## config.mk

```make
export PLATFORM = sky130hd
export DESIGN_NAME = iter_muldiv
export DESIGN_NICKNAME = d
export VERILOG_FILES = /design/src/rtl/iter_muldiv_pkg.sv /design/src/rtl/muldiv_sign_fix.sv /design/src/rtl/iter_muldiv.sv
export SDC_FILE = /design/constraint.sdc
export NUM_CORES = 1
export LEC_CHECK = 0
export ABC_AREA = 1
export BUFFER_PORTS_ARGS = -buffer_cell sky130_fd_sc_hd__clkbuf_2
export CORE_MARGIN = 2
export CORE_UTILIZATION = 45
export DETAILED_ROUTE_END_ITERATION = 8
export HOLD_SLACK_MARGIN = 0.06
export PLACE_DENSITY_LB_ADDON = 0.25
export SYNTH_ARGS = -nofsm -noshare
export SYNTH_HDL_FRONTEND = slang
export SYNTH_SLANG_ARGS = --single-unit
```

## constraint.sdc

```tcl
create_clock -name CLK -period 8.91 [get_ports CLK]
set_input_delay 1.782 -clock CLK [delete_from_list [all_inputs] [get_ports CLK]]
set_output_delay 1.782 -clock CLK [all_outputs]
set_load 0.05 [all_outputs]
```

## src/rtl/iter_muldiv_pkg.sv

```systemverilog
// Shared encodings for the iterative multiply/divide unit: opcodes, FSM states
// and the iteration counter sizing helper.
package iter_muldiv_pkg;

  localparam logic [1:0] OP_MULU = 2'b00;
  localparam logic [1:0] OP_MULS = 2'b01;
  localparam logic [1:0] OP_DIVU = 2'b10;
  localparam logic [1:0] OP_DIVS = 2'b11;

  localparam logic [1:0] S_IDLE    = 2'd0;
  localparam logic [1:0] S_COMPUTE = 2'd1;
  localparam logic [1:0] S_FINISH  = 2'd2;

  // Counter must be able to represent WIDTH itself.
  function automatic int cntWidth(input int width);
    return $clog2(width) + 1;
  endfunction

endpackage

```

## src/rtl/muldiv_sign_fix.sv

```systemverilog
// Conditional two's-complement negate; one incrementer, used for operand
// magnitudes and for the final signed result.
module muldiv_sign_fix
  import iter_muldiv_pkg::*;
#(
  parameter int W2 = 64
) (
  input  logic [W2-1:0] i_val,
  input  logic          i_neg,
  output logic [W2-1:0] o_val
);

  assign o_val = i_neg ? (~i_val + {{(W2-1){1'b0}}, 1'b1}) : i_val;

endmodule

```

## src/rtl/iter_muldiv.sv

```systemverilog
// Multi-cycle shift-add multiplier and restoring divider, one bit per clock.
// The single WIDTH+1 adder also forms operand2's magnitude and the remainder negate.
module iter_muldiv
  import iter_muldiv_pkg::*;
#(
  parameter int WIDTH = 32
) (
  input  logic             CLK,
  input  logic             RESET,
  input  logic             Start,
  input  logic [1:0]       Op,
  input  logic [WIDTH-1:0] Operand1,
  input  logic [WIDTH-1:0] Operand2,
  output logic [WIDTH-1:0] Result1,
  output logic [WIDTH-1:0] Result2,
  output logic             Busy,
  output logic             Done,
  output logic             DivByZero
);

  localparam int CW = cntWidth(WIDTH);

  logic [1:0]         r_state;
  logic [CW-1:0]      r_cnt;
  logic               r_isDiv;
  logic [2*WIDTH-1:0] r_acc;
  logic [WIDTH-1:0]   r_mcand;
  logic [WIDTH-1:0]   r_op1;
  logic               r_negA;
  logic               r_negB;
  logic [WIDTH-1:0]   r_res1;
  logic [WIDTH-1:0]   r_res2;
  logic               r_dbz;

  logic               w_negIn1;
  logic               w_negIn2;
  logic [2*WIDTH-1:0] w_opFix;
  logic               w_unusedOpHi;
  logic [WIDTH-1:0]   w_mag1;
  logic [WIDTH-1:0]   w_mag2;
  logic [WIDTH:0]     w_addA;
  logic [WIDTH:0]     w_addB;
  logic               w_addSub;
  logic [WIDTH:0]     w_sum;
  logic [WIDTH-1:0]   w_remNext;
  logic [2*WIDTH-1:0] w_accNext;
  logic [2*WIDTH-1:0] w_resIn;
  logic [2*WIDTH-1:0] w_resFix;
  logic               w_divZero;
  logic [WIDTH-1:0]   w_fin1;
  logic [WIDTH-1:0]   w_fin2;
  logic               w_finDbz;

  assign w_negIn1 = Op[0] & Operand1[WIDTH-1];
  assign w_negIn2 = Op[0] & Operand2[WIDTH-1];

  muldiv_sign_fix #(.W2(2*WIDTH)) u_opFix (
    .i_val({{WIDTH{1'b0}}, Operand1}),
    .i_neg(w_negIn1),
    .o_val(w_opFix)
  );

  assign w_unusedOpHi = |w_opFix[2*WIDTH-1:WIDTH];
  assign w_mag1       = w_opFix[WIDTH-1:0];
  // In IDLE the adder computes 0 - Operand2, giving its magnitude for free.
  assign w_mag2       = w_negIn2 ? w_sum[WIDTH-1:0] : Operand2;

  always_comb begin
    w_addA   = '0;
    w_addB   = '0;
    w_addSub = 1'b0;
    case (r_state)
      S_IDLE: begin
        w_addB   = {1'b0, Operand2};
        w_addSub = 1'b1;
      end
      S_COMPUTE: begin
        if (r_isDiv) begin
          w_addA   = r_acc[2*WIDTH-1:WIDTH-1];
          w_addB   = {1'b0, r_mcand};
          w_addSub = 1'b1;
        end else begin
          w_addA = {1'b0, r_acc[2*WIDTH-1:WIDTH]};
          w_addB = r_acc[0] ? {1'b0, r_mcand} : '0;
        end
      end
      S_FINISH: begin
        w_addB   = {1'b0, r_acc[2*WIDTH-1:WIDTH]};
        w_addSub = 1'b1;
      end
      default: begin
        w_addSub = 1'b0;
      end
    endcase
  end

  assign w_sum = w_addA + (w_addSub ? ~w_addB : w_addB) + {{WIDTH{1'b0}}, w_addSub};

  // Partial remainder is below twice the divisor, so the trial difference fits
  // in WIDTH+1 bits and its top bit is a reliable sign.
  assign w_remNext = w_sum[WIDTH] ? r_acc[2*WIDTH-2:WIDTH-1] : w_sum[WIDTH-1:0];
  assign w_accNext = r_isDiv ? {w_remNext, r_acc[WIDTH-2:0], ~w_sum[WIDTH]}
                             : {w_sum, r_acc[WIDTH-1:1]};

  assign w_resIn = r_isDiv ? {{WIDTH{1'b0}}, r_acc[WIDTH-1:0]} : r_acc;

  muldiv_sign_fix #(.W2(2*WIDTH)) u_resFix (
    .i_val(w_resIn),
    .i_neg(r_negA),
    .o_val(w_resFix)
  );

  assign w_divZero = r_isDiv & (r_mcand == '0);

  always_comb begin
    w_fin1   = w_resFix[WIDTH-1:0];
    w_fin2   = w_resFix[2*WIDTH-1:WIDTH];
    w_finDbz = 1'b0;
    if (w_divZero) begin
      w_fin1   = '1;
      w_fin2   = r_op1;
      w_finDbz = 1'b1;
    end else if (r_isDiv) begin
      w_fin2 = r_negB ? w_sum[WIDTH-1:0] : r_acc[2*WIDTH-1:WIDTH];
    end
  end

  always_ff @(posedge CLK) begin
    if (RESET) begin
      r_state <= S_IDLE;
      r_cnt   <= '0;
      r_isDiv <= 1'b0;
      r_acc   <= '0;
      r_mcand <= '0;
      r_op1   <= '0;
      r_negA  <= 1'b0;
      r_negB  <= 1'b0;
      r_res1  <= '0;
      r_res2  <= '0;
      r_dbz   <= 1'b0;
    end else begin
      case (r_state)
        S_IDLE: begin
          if (Start) begin
            r_state <= S_COMPUTE;
            r_cnt   <= '0;
            r_isDiv <= Op[1];
            r_op1   <= Operand1;
            r_negA  <= w_negIn1 ^ w_negIn2;
            if (Op[1]) begin
              r_acc   <= {{WIDTH{1'b0}}, w_mag1};
              r_mcand <= w_mag2;
              r_negB  <= w_negIn1;
            end else begin
              r_acc   <= {{WIDTH{1'b0}}, w_mag2};
              r_mcand <= w_mag1;
              r_negB  <= 1'b0;
            end
          end
        end
        S_COMPUTE: begin
          r_acc <= w_accNext;
          r_cnt <= r_cnt + CW'(1);
          if (r_cnt == CW'(WIDTH - 1)) begin
            r_state <= S_FINISH;
          end
        end
        S_FINISH: begin
          r_res1  <= w_fin1;
          r_res2  <= w_fin2;
          r_dbz   <= w_finDbz;
          r_state <= S_IDLE;
        end
        default: begin
          r_state <= S_IDLE;
        end
      endcase
    end
  end

  // Results are presented combinationally during the Done cycle, then held.
  assign Busy      = (r_state == S_COMPUTE);
  assign Done      = (r_state == S_FINISH);
  assign Result1   = Done ? w_fin1 : r_res1;
  assign Result2   = Done ? w_fin2 : r_res2;
  assign DivByZero = Done ? w_finDbz : r_dbz;

endmodule

```

==> run summary <==
Finished Layout Cells - 3311
Residual DRC - 0
Critical Path RT - 7.13 ns
first-pass GRT wire length - 113 mm
vias in the first global route - 18255
hold buffer count at CTS - 0
most frequent cells in the layout - nand2_1, a21oi_1, o21ai_0
Mapped Cells - 2796
combinational power share - 0.334
Final Hold Vio Count - 0
Peak VDD IR - 132 uV
Setup WS pre-CTS - 1.98 ns
largest net degree at the start of global routing - 95
Clk network pwr share - 0.339
final net count - 2928
Syn Nets - 2900
normalized max-slew margin - 0.259
clock tree buffer depth - 3
drt pass-1 iters - 8
fmax - 0.129 GHz
vias per cell - 6.04
Async SR Flop Fraction - 0
post-CTS setup repair buffer count - 0
total power - 0.00321 W
fraction of layout cells with a size suffix above 1 - 0.0971
Die X - 197 um
core area - 36500 um2
Top FF cell, synth - dfxtp_1
via count - 19985
final setup margin - 1.15 ns
worst reg2reg path depth - 18
crit path launch type - register
fin crit period - 7.76 ns
Reg power frac - 0.327
IO Count - 136
Placer Congestion - 1.08
#FFs+latches synth - 204
EDFF count, synth - 0
Pwr per Cell Area - 175 nW/um2
die height - 197 um
Min-Delay Path Depth - 2
Crit. End Element - output port
max-cap violations - 0
cell area after synthesis - 16700 um2
CP arrival - 5.98 ns
TritonCTS Sinks - 204
Routed WL - 76.9 mm
CTS root buffer - clkbuf_16
hold path start - r_res1[14]
insertion delay to the later sink of the worst-skew pair - 0.56 ns
gr ovfl total - 0
Worst Hold Endpoint - r_res1[14]
CTS HTree Levels - 1
Yosys warning count - 0
Worst R2R End - r_acc[30]
Net Switching - 0.00131 W
setup violation total in the final timing report - 0
Worst-path clk slew - 0.06 ns
Slew Limit Fails - 0
worst slew pin tran - 1.11 ns
cts bufs inserted - 25
Hold WC Path Type - register to register
worst r2r src - r_isDiv
cts repair resizes - 0
Power Internal - 0.00190 W
setup TNS - 0 ns
WS Path Type - register to output port
average wire per standard cell - 23.2 um
starting density of the core - 0.457
unrepaired setup endpoints after global routing - no
initial antenna violation count - 2
distinct cell type count after synthesis - 62
row cnt - 70
final period utilization - 0.871
First DRT Iteration DRCs - 2131
commonest non-fill, non-tap cell in the layout - nand2_1
TritonCTS clock tree - built
post-DP HPWL - 58.0 mm
Setup Skew - 0.0298 ns
sw frac - 0.408
outcome - finished clean
register area share after synthesis - 0.245
Die ar. - 38600 um2
crit path max fanout - 59
I/O Buffers - 135
Avg Cell Area, Syn - 5.97 um2
Post-DRT Antenna Nets - 0
global router's overall resource usage - 0.387
Placed Instances - 3265
Reg2Reg Setup Slack - 2.83 ns
LEAKAGE - 8.35 nW
area grow syn2layout - 9.96%
[logic make-up (layout without fill, tap and decap cells)]
family,after synthesis,after routing,synth area share
XOR/XNOR,85,85,0.0455
multiplexers,1,1,0.000600
AO/OA/AOI/OAI,774,774,0.258
other,0,1,0
AND/OR/NAND/NOR,1274,1274,0.324
buffers and inverters,423,469,0.0999
adder cells (fa/ha/maj),35,35,0.0267
flip-flops,204,204,0.245
[sequential cells by signal, indices dropped and copies added (netlist names), 2 cells and up]
name and cells:
r_mcand 32, r_state 2, r_res1 32, r_acc 64, r_cnt 6, r_op1 32, r_res2 32
[per-stage QoR]
stage,hold slack [ns],utilization,instance area [um2]
3_5_place_dp,0.457,0.479,17500
3_3_place_gp,0.449,0.479,17500
5_1_grt,0.487,0.502,18300
2_1_floorplan,0.430,-,16700
4_1_cts,0.469,0.502,18300
6_report,0.465,0.502,18400
[routing by layer]
metal | vias to the layer above | track usage | share of wire
li1 | 9387 | - | -
met4 | 2 | 0.254 | 0.080
met3 | 272 | 0.0773 | 0.093
met5 | - | 0 | 0.00018
met2 | 1116 | 0.631 | 0.44
met1 | 9208 | 0.464 | 0.38
[cell type report]
type                       count  area, um2
fill                        3946      18200
multi-input combinational   2169      11000
sequential                   204       4090
inverter                     261        982
timing repair buffer         163        888
clock buffer                  35        713
tap                          468        586
clock inverter                10        136
antenna                        1       2.50
[cell usage after synthesis (13+ instances only)]
| cell type | number | area (um2) |
|---|---|---|
| and2_1 | 19 | 119 |
| xor2_1 | 79 | 692 |
| o21ai_1 | 13 | 65.1 |
| ha_1 | 34 | 425 |
| a31oi_1 | 22 | 138 |
| nand4_1 | 19 | 119 |
| o211ai_1 | 37 | 278 |
| nor3_1 | 35 | 175 |
| buf_1 | 30 | 113 |
| o22ai_1 | 14 | 87.6 |
| a22oi_1 | 20 | 150 |
| nand2_1 | 688 | 2580 |
| nand3_1 | 189 | 946 |
| o21ai_0 | 279 | 1400 |
| o21bai_1 | 14 | 105 |
| dfxtp_1 | 204 | 4080 |
| inv_1 | 245 | 920 |
| a21oi_1 | 312 | 1560 |
| nor2_1 | 256 | 961 |
| clkbuf_1 | 111 | 417 |
| nand2_2 | 17 | 106 |
| o221ai_1 | 21 | 184 |
[worst max-delay path, stage by stage, from the launching register on]
cell and delay [ns]:
dfxtp_4 0.79, inv_4 0.22, nand2_1 0.83, nand3_1 0.50, o221ai_1 0.21, xor2_1 0.12
ha_1 0.43, nand2_1 0.14, nor2_1 0.16, inv_1 0.08, nor2_1 0.16, nand2_1 0.07
nand2_1 0.15, a21oi_1 0.13, xnor2_1 0.55, o21ai_0 0.16, nand3_1 0.22, nand2_1 0.11
nand2_1 0.08, clkbuf_2 0.27
[power by group through the flow]
stage               sequential, W  clock, W  combinational, W
global route              0.00105   0.00113           0.00115
global placement          0.00106         0           0.00103
CTS                       0.00104   0.00110           0.00104
floorplan                 0.00103         0          0.000700
detailed placement        0.00106         0           0.00104
finish                    0.00105   0.00109           0.00107
[how the worst max path moves through the flow]
stage	from	to	slack (ns)	cells after the start
global placement	r_isDiv	Result2[18]	2.06	17
global route	r_isDiv	Result2[18]	0.91	19
finish	r_isDiv	Result2[18]	1.15	19
CTS	r_isDiv	Result2[18]	1.40	17
detailed placement	r_isDiv	Result2[18]	1.98	17
floorplan	Operand2[1]	Result2[16]	3.03	17
(Power assumes the default switching activity.)
